[config.mk]
export PLATFORM = sky130hd
export DESIGN_NAME = sensor_scan_ctrl
export DESIGN_NICKNAME = d
export VERILOG_FILES = /design/src/rtl/sensor_scan_pkg.sv /design/src/rtl/sensor_scan_ctrl_flag_debounce.sv /design/src/rtl/sensor_scan_ctrl.sv
export SDC_FILE = /design/constraint.sdc
export NUM_CORES = 1
export LEC_CHECK = 0
export ABC_CLOCK_PERIOD_IN_PS = 2000
export BUFFER_PORTS_ARGS = -buffer_cell sky130_fd_sc_hd__clkbuf_2
export CAP_MARGIN = 20
export CORE_AREA = 2 2 56 58
export DETAILED_ROUTE_END_ITERATION = 8
export DIE_AREA = 0 0 58 60
export MAX_ROUTING_LAYER = met4
export PLACE_DENSITY = 0.68
export REMOVE_ABC_BUFFERS = 1
export SLEW_MARGIN = 30
export SYNTH_ARGS = -nofsm -noshare
export SYNTH_HDL_FRONTEND = slang
export SYNTH_HIERARCHICAL = 1
export SYNTH_SLANG_ARGS = --single-unit
[constraint.sdc]
create_clock -name clk -period 2 [get_ports clk]
set_clock_uncertainty 0.1 [all_clocks]
set_input_delay 0.3 -clock clk [delete_from_list [all_inputs] [get_ports clk]]
set_output_delay 0.3 -clock clk [all_outputs]
set_load 0.02 [all_outputs]
[src/rtl/sensor_scan_pkg.sv]
// Shared types and constants for the sensor scan controller: FSM encoding, channel ids, default thresholds.
// Latency: n/a (declarations only).
// Backpressure: n/a.
package sensor_scan_pkg;

    typedef enum logic [2:0] {
        ST_IDLE,
        ST_SETTLE,
        ST_START,
        ST_WAIT,
        ST_EVAL
    } state_t;

    localparam logic CH_AMB  = 1'b0;
    localparam logic CH_BODY = 1'b1;

    localparam logic [7:0] DEF_THR_25   = 8'd100;
    localparam logic [7:0] DEF_THR_27   = 8'd108;
    localparam logic [7:0] DEF_THR_30   = 8'd120;
    localparam logic [7:0] DEF_THR_CORP = 8'd148;

    localparam int DEF_SETTLE_CYC  = 16;
    localparam int DEF_DEB_N       = 3;
    localparam int DEF_TIMEOUT_CYC = 255;

    // The shared ADC alternates between the two channels after every attempt.
    function automatic logic next_ch(input logic ch);
        return ~ch;
    endfunction

endpackage

[src/rtl/sensor_scan_ctrl_flag_debounce.sv]
// Debounces one threshold flag: output follows raw only after DEB_N consecutive disagreeing samples.
// Latency: flag updates on the clock edge ending the DEB_N-th disagreeing sample strobe.
// Backpressure: none; raw is only looked at when sample is high.
module flag_debounce #(
    parameter int DEB_N = 3
) (
    input  logic clk,
    input  logic reset_n,
    input  logic raw,
    input  logic sample,
    output logic flag
);

    localparam int CW = (DEB_N < 2) ? 1 : $clog2(DEB_N);

    logic [CW-1:0] cnt;

    // Count disagreeing samples; any agreeing sample restarts the count.
    always_ff @(posedge clk or negedge reset_n) begin
        if (!reset_n) begin
            cnt  <= '0;
            flag <= 1'b0;
        end else if (sample) begin
            if (raw == flag) begin
                cnt <= '0;
            end else if (cnt == CW'(DEB_N - 1)) begin
                flag <= raw;
                cnt  <= '0;
            end else begin
                cnt <= cnt + 1'b1;
            end
        end
    end

endmodule

[src/rtl/sensor_scan_ctrl.sv]
// Time-multiplexes one ADC between ambient and body channels and produces debounced temperature flags.
// Latency: adc_done to flag update is 2 cycles at DEB_N=1; SENSOR_SCAN_TIMEOUT_EN adds a WAIT timeout.
// Backpressure: none; the ADC handshake is start pulse / done strobe, scan_en is only sampled between conversions.
module sensor_scan_ctrl
    import sensor_scan_pkg::*;
#(
    parameter logic [7:0] THR_25      = DEF_THR_25,
    parameter logic [7:0] THR_27      = DEF_THR_27,
    parameter logic [7:0] THR_30      = DEF_THR_30,
    parameter logic [7:0] THR_CORP    = DEF_THR_CORP,
    parameter int         SETTLE_CYC  = DEF_SETTLE_CYC,
    parameter int         DEB_N       = DEF_DEB_N,
    parameter int         TIMEOUT_CYC = DEF_TIMEOUT_CYC
) (
    input  logic       clk,
    input  logic       reset_n,
    input  logic       scan_en,
    input  logic       err_clr,
    output logic       adc_ch,
    output logic       adc_start,
    input  logic       adc_done,
    input  logic [7:0] adc_data,
    output logic       t_25,
    output logic       t_27,
    output logic       t_30,
    output logic       t_corp,
    output logic       sample_valid,
    output logic       err_timeout
);

    localparam int SCW = (SETTLE_CYC < 2) ? 1 : $clog2(SETTLE_CYC);

    state_t         state;
    logic [SCW-1:0] settle_cnt;
    logic [7:0]     data_q;
    logic           eval_amb;
    logic           eval_body;

`ifdef SENSOR_SCAN_TIMEOUT_EN
    localparam int TCW = (TIMEOUT_CYC < 2) ? 1 : $clog2(TIMEOUT_CYC);
    logic [TCW-1:0] wait_cnt;
`else
    logic unused_err_clr;
    assign unused_err_clr = err_clr;
    assign err_timeout    = 1'b0;
`endif

    // Scan sequencer: settle mux, pulse start, wait for result, evaluate, swap channel.
    always_ff @(posedge clk or negedge reset_n) begin
        if (!reset_n) begin
            state        <= ST_IDLE;
            adc_ch       <= CH_AMB;
            adc_start    <= 1'b0;
            sample_valid <= 1'b0;
            settle_cnt   <= '0;
            data_q       <= '0;
`ifdef SENSOR_SCAN_TIMEOUT_EN
            wait_cnt     <= '0;
            err_timeout  <= 1'b0;
`endif
        end else begin
            adc_start    <= 1'b0;
            sample_valid <= 1'b0;
`ifdef SENSOR_SCAN_TIMEOUT_EN
            // A timeout set further down in this block overrides a same-cycle clear.
            if (err_clr) begin
                err_timeout <= 1'b0;
            end
`endif
            case (state)
                ST_IDLE: begin
                    if (scan_en) begin
                        state      <= ST_SETTLE;
                        settle_cnt <= '0;
                    end
                end
                ST_SETTLE: begin
                    if (settle_cnt == SCW'(SETTLE_CYC - 1)) begin
                        state     <= ST_START;
                        adc_start <= 1'b1;
                    end else begin
                        settle_cnt <= settle_cnt + 1'b1;
                    end
                end
                ST_START: begin
                    state <= ST_WAIT;
`ifdef SENSOR_SCAN_TIMEOUT_EN
                    wait_cnt <= '0;
`endif
                end
                ST_WAIT: begin
                    // adc_done takes priority over an expiring timeout.
                    if (adc_done) begin
                        data_q       <= adc_data;
                        state        <= ST_EVAL;
                        sample_valid <= 1'b1;
                    end
`ifdef SENSOR_SCAN_TIMEOUT_EN
                    else if (wait_cnt == TCW'(TIMEOUT_CYC - 1)) begin
                        err_timeout <= 1'b1;
                        adc_ch      <= next_ch(adc_ch);
                        state       <= scan_en ? ST_SETTLE : ST_IDLE;
                        settle_cnt  <= '0;
                    end else begin
                        wait_cnt <= wait_cnt + 1'b1;
                    end
`endif
                end
                ST_EVAL: begin
                    adc_ch     <= next_ch(adc_ch);
                    state      <= scan_en ? ST_SETTLE : ST_IDLE;
                    settle_cnt <= '0;
                end
                default: begin
                    state <= ST_IDLE;
                end
            endcase
        end
    end

    // adc_ch still names the converted channel during EVAL; it swaps on the edge leaving EVAL.
    assign eval_amb  = (state == ST_EVAL) && (adc_ch == CH_AMB);
    assign eval_body = (state == ST_EVAL) && (adc_ch == CH_BODY);

    flag_debounce #(.DEB_N(DEB_N)) u_deb_25 (
        .clk     (clk),
        .reset_n (reset_n),
        .raw     (data_q >= THR_25),
        .sample  (eval_amb),
        .flag    (t_25)
    );

    flag_debounce #(.DEB_N(DEB_N)) u_deb_27 (
        .clk     (clk),
        .reset_n (reset_n),
        .raw     (data_q >= THR_27),
        .sample  (eval_amb),
        .flag    (t_27)
    );

    flag_debounce #(.DEB_N(DEB_N)) u_deb_30 (
        .clk     (clk),
        .reset_n (reset_n),
        .raw     (data_q >= THR_30),
        .sample  (eval_amb),
        .flag    (t_30)
    );

    flag_debounce #(.DEB_N(DEB_N)) u_deb_corp (
        .clk     (clk),
        .reset_n (reset_n),
        .raw     (data_q >= THR_CORP),
        .sample  (eval_body),
        .flag    (t_corp)
    );

endmodule

=== Word level (Yosys, flattened, before mapping) ===
Index checks and enable logic that the tools add are counted.

* Bitwise operators: 5
* Reduce and logical (&&, ||, !) cells: 11
* Add/sub/neg operators: 5
* $lt $le $gt $ge: 4
* Muxes and demuxes: 20
* Equality and inequality tests: 17

{| class="wikitable"
|+ Operators by type and width
! operator !! number
|-
| $ge 8x7->1 const B || 3
|-
| $reduce_and 3->1 || 6
|-
| $mux 2 || 8
|-
| $pmux 3 s5 || 1
|-
| $pmux 4 s3 || 1
|-
| $mux 3 || 3
|-
| $add 2x1->2 const B || 4
|-
| $eq 2x2->1 const B || 4
|-
| $ge 8x8->1 const B || 1
|-
| $mux 4 || 2
|-
| $ne 2x2->1 const B || 4
|-
| $eq 3x2->1 const B || 2
|-
| $mux 1 || 5
|-
| $not 1->1 || 5
|-
| $add 4x1->4 const B || 1
|-
| $eq 1x1->1 || 4
|-
| $eq 4x4->1 const B || 1
|-
| $eq 3x1->1 const B || 1
|-
| $eq 3x3->1 const B || 1
|-
| $logic_not 3->1 || 1
|-
| $reduce_bool 3->1 || 1
|-
| $logic_and 1x1->1 || 2
|-
| $reduce_and 2->1 || 1
|}

* Input port bits: 13
* Bits in registers: 30
* Word-level logic and storage cells: 76

=== Longest topological paths before layout ===
* Depth after elaboration: 4
* Gate-level depth with buffers: 5

=== Cells and area by module ===
Netlist, hierarchy kept.

{| class="wikitable"
|+ Modules (own cells, without submodules)
! module !! seq. area each (sq um) !! instances !! area each (sq um) !! cells each
|-
| sensor_scan_ctrl || 400.4 || 1 || 794.5 || 68
|-
| flag_debounce || 75.1 || 4 || 138.9 || 12
|}

=== Worst setup path before layout ===
No wires, ideal clock.

* Path kind: reg-to-reg
* Start: register state[1]
* End: register u_deb_25.cnt[0]
* Setup slack: 0.033 ns
* Library setup time: 0.083 ns
* Cell stages (with the launch flop): 6
* Data arrival time: 1.784 ns
* Cells stage by stage: dfrtp_1 > nor2_1 > nand2_1 > nor2_1 > or3b_1 > o22ai_1

* Word-level cells in the longest chain between the ends: 2

{| class="wikitable"
|+ Ends and longest elaborated chain
! item !! RTL line !! source
|-
| start: declaration || sensor_scan_ctrl.sv:33 || <nowiki>state_t state;</nowiki>
|-
| start signal: assignment || sensor_scan_ctrl.sv:111 || <nowiki>state <= scan_en ? ST_SETTLE : ST_IDLE;</nowiki>
|-
| $eq 3x3->1 || sensor_scan_ctrl.sv:122 || <nowiki>assign eval_amb = (state == ST_EVAL) && (adc_ch == CH_AMB);</nowiki>
|-
| $logic_and 1x1->1 || sensor_scan_ctrl.sv:122 ||
|-
| via eval_amb || sensor_scan_ctrl.sv:36 || <nowiki>logic eval_amb;</nowiki>
|-
| end signal: assignment || sensor_scan_ctrl_flag_debounce.sv:30 || <nowiki>cnt <= cnt + 1'b1;</nowiki>
|-
| end: declaration || sensor_scan_ctrl_flag_debounce.sv:16 || <nowiki>logic [CW-1:0] cnt;</nowiki>
|}

The timed path passes the listed nets, and every way through them passes these cells.
A chain may end at the register's enable or synchronous reset.

=== Worst setup path after layout ===
* Start: register state[2]
* End: register u_deb_25.cnt[0]

Same word-level chain as after synthesis.

==> metrics <==
WL/cell=13.3 um; layout cells sized above 1=27.5%; Initial DRC Count=30; Power Density=1120 nW/um^2; Crit-path slowest cell=dfrtp_1; area of the core=2900 um^2; post-CTS setup buffer count=0; Unique masters post-synth=33; all-layer global routing usage=15.5%; initial antenna violation count=0; Slew headroom=54.8%; Sink Count=28; post-route clock period utilization=82.0%; CTS max path bufs=2; worst slew pin tran=678 ps; final setup fails=0; Area Overhead vs Synth=12.5%; htree depth=1; Num CTS Buffers=3; Yosys top cell area share=51.9%; register area share after synthesis=51.9%; CP Capture Type=flop; Die Area=3480 um^2; via count=954; syn_area_per_cell=11.6 um^2; Post-Synthesis Cells=116; Req. time, crit path=2150 ps; Async S/R FF share, synth=100%; Hold Crit Class=in -> reg; nets=154; number of synthesized flops with an enable pin=0; VDD IR max=0.713 mV; RSZ-0062 raised after global routing=false; CP cell instances=nand2_1 -> nor2_1 -> buf_4 -> or3b_1 -> o22ai_1; fin crit period=1640 ps; Via density=5.58; Clock transition at path regs=140 ps; WS Path Type=reg -> reg; die width=58 um; CTS tree=built; post-synth top area cell=dfrtp_1; number of synthesized register bits=28; Startpoint Class=flop; height of the chip=60 um; CP max stage delay=540 ps; data arrival time of the worst path=1790 ps; vias in the first global route=945; DRT antenna net count=0; largest net degree at the start of global routing=29; max_cap viols=0; clock root buffer=clkbuf_4; 1st-pass router iterations=4; setup total negative slack=0 ps; global-route wire length before repair=4000 um; GRT overflow=0; Final Max Slew Viols=0; worst slack, placed=388 ps; final WL=2270 um; Remaining DRCs=0; ANT cells=0; dpl hpwl=1750 um; Port Buffers=16; Final Hold Fails=0; IO Count=21; Placer Congestion=0.829; Cell Area, Synth=1350 um^2; largest fanout on the critical path=15; Initial Util=46.5%; Synth Warn #=6; run status=finished clean; FP Rows=20; Pleak=0.708 nW; Worst-Skew Late Latency=320 ps; worst setup margin=360 ps; Top FF cell, synth=dfrtp_1; highest achievable clock rate=610 MHz; Synth area leaders=dfrtp_1, mux2_2, nand3b_1, o22ai_1, or3b_1
-- power breakdown --
| part | internal, mW | switching (mW) |
|---|---|---|
| logic | 0.336 | 0.282 |
| clock network | 0.0706 | 0.154 |
| registers | 0.714 | 0.141 |
| total | 1.12 | 0.576 |
-- Yosys cell counts, types with 2 or more instances --
cell type,n
or3b_1,6
nor2_1,5
buf_4,2
a21oi_1,2
o22ai_1,9
nand3b_1,8
xnor2_1,5
dfrtp_1,28
nand3_1,2
mux2_2,10
nand2_1,7
o21bai_1,2
inv_1,10
-- routing by layer --
metal / vias up / routed length, um / global-route usage [%]
met2: 15 / 1210 / 28.1
met3: 2 / 88 / 4.55
met4: 0 / 9 / 2.99
met5: - / 0 / -
li1: 463 / - / -
met1: 474 / 963 / 17.1
-- placed cells by master (no fill, tap or decap), drive strengths merged, types with 2 or more instances in the layout --
master / instances
inv: 10
xnor2: 5
nor3b: 2
nand3b: 8
nand3: 2
o21bai: 2
mux2: 11
o22ai: 9
dfrtp: 28
clkbuf: 19
buf: 4
nor2: 5
a21oi: 2
or3b: 6
nand2: 7
-- stage by stage --
step	cells	hold slack, ps	area (um^2)	power, mW	utilization, %
floorplan	114	-95.6	1340	1.31	-
global placement	167	268	1490	1.45	51.2
global route	171	86.9	1520	1.83	52.3
CTS	171	87.0	1520	1.72	52.3
finish	171	103	1520	1.70	52.3
detailed placement	167	275	1490	1.50	51.2
-- cell families after synthesis --
| kind of cell | after synthesis | share of synthesized area [%] |
|---|---|---|
| compound gates | 22 | 11.7 |
| buf+inv | 12 | 3.89 |
| fa+ha+maj | 1 | 0.927 |
| mux | 11 | 9.45 |
| simple gates | 35 | 18.0 |
| other cells | 1 | 0.278 |
| flops | 28 | 51.9 |
| xor+xnor | 6 | 3.89 |
-- final timing paths --
path | start | to | slack (ps) | cells after the start
worst max-delay path | state[2] | u_deb_25/cnt[0] | 360 | 5
worst min-delay path | adc_data[7] | data_q[7] | 100 | 2
worst max register to register | state[2] | u_deb_25/cnt[0] | 360 | 5
worst min register to register | settle_cnt[1] | settle_cnt[1] | 430 | 1
max in group asynchronous | reset_n | u_deb_27/flag | 940 | 2
min in group asynchronous | reset_n | adc_ch | 420 | 2
-- repair_timing --
item	4_1_cts	5_1_grt
endpoints found under the hold margin	28	0
hold buffers	1	0
resized for setup	0	0
endpoints found under the setup margin	0	0
-- registers in the layout, indices dropped and copies added (netlist names), 2 cells and up --
name	cells
data_q	6
settle_cnt	4
state	3
u_deb_25/cnt	2
u_deb_27/cnt	2
u_deb_30/cnt	2
u_deb_corp/cnt	2
-- layout make-up --
class                   count  area, um^2
multi-input cells          76         597
repair buffers             21         120
fillers                   271        1380
well taps                  33        41.3
clock buffers               3        22.5
inverters                  10        37.5
flip-flops and latches     28         701
-- critical path: cells and delay by family, from the launching register on --
kind | cells | cell delay (ps)
compound gates | 1 | 110
buf+inv | 1 | 200
flops | 1 | 540
simple gates | 3 | 620
No activity file was read; power rests on OpenSTA's default activity.
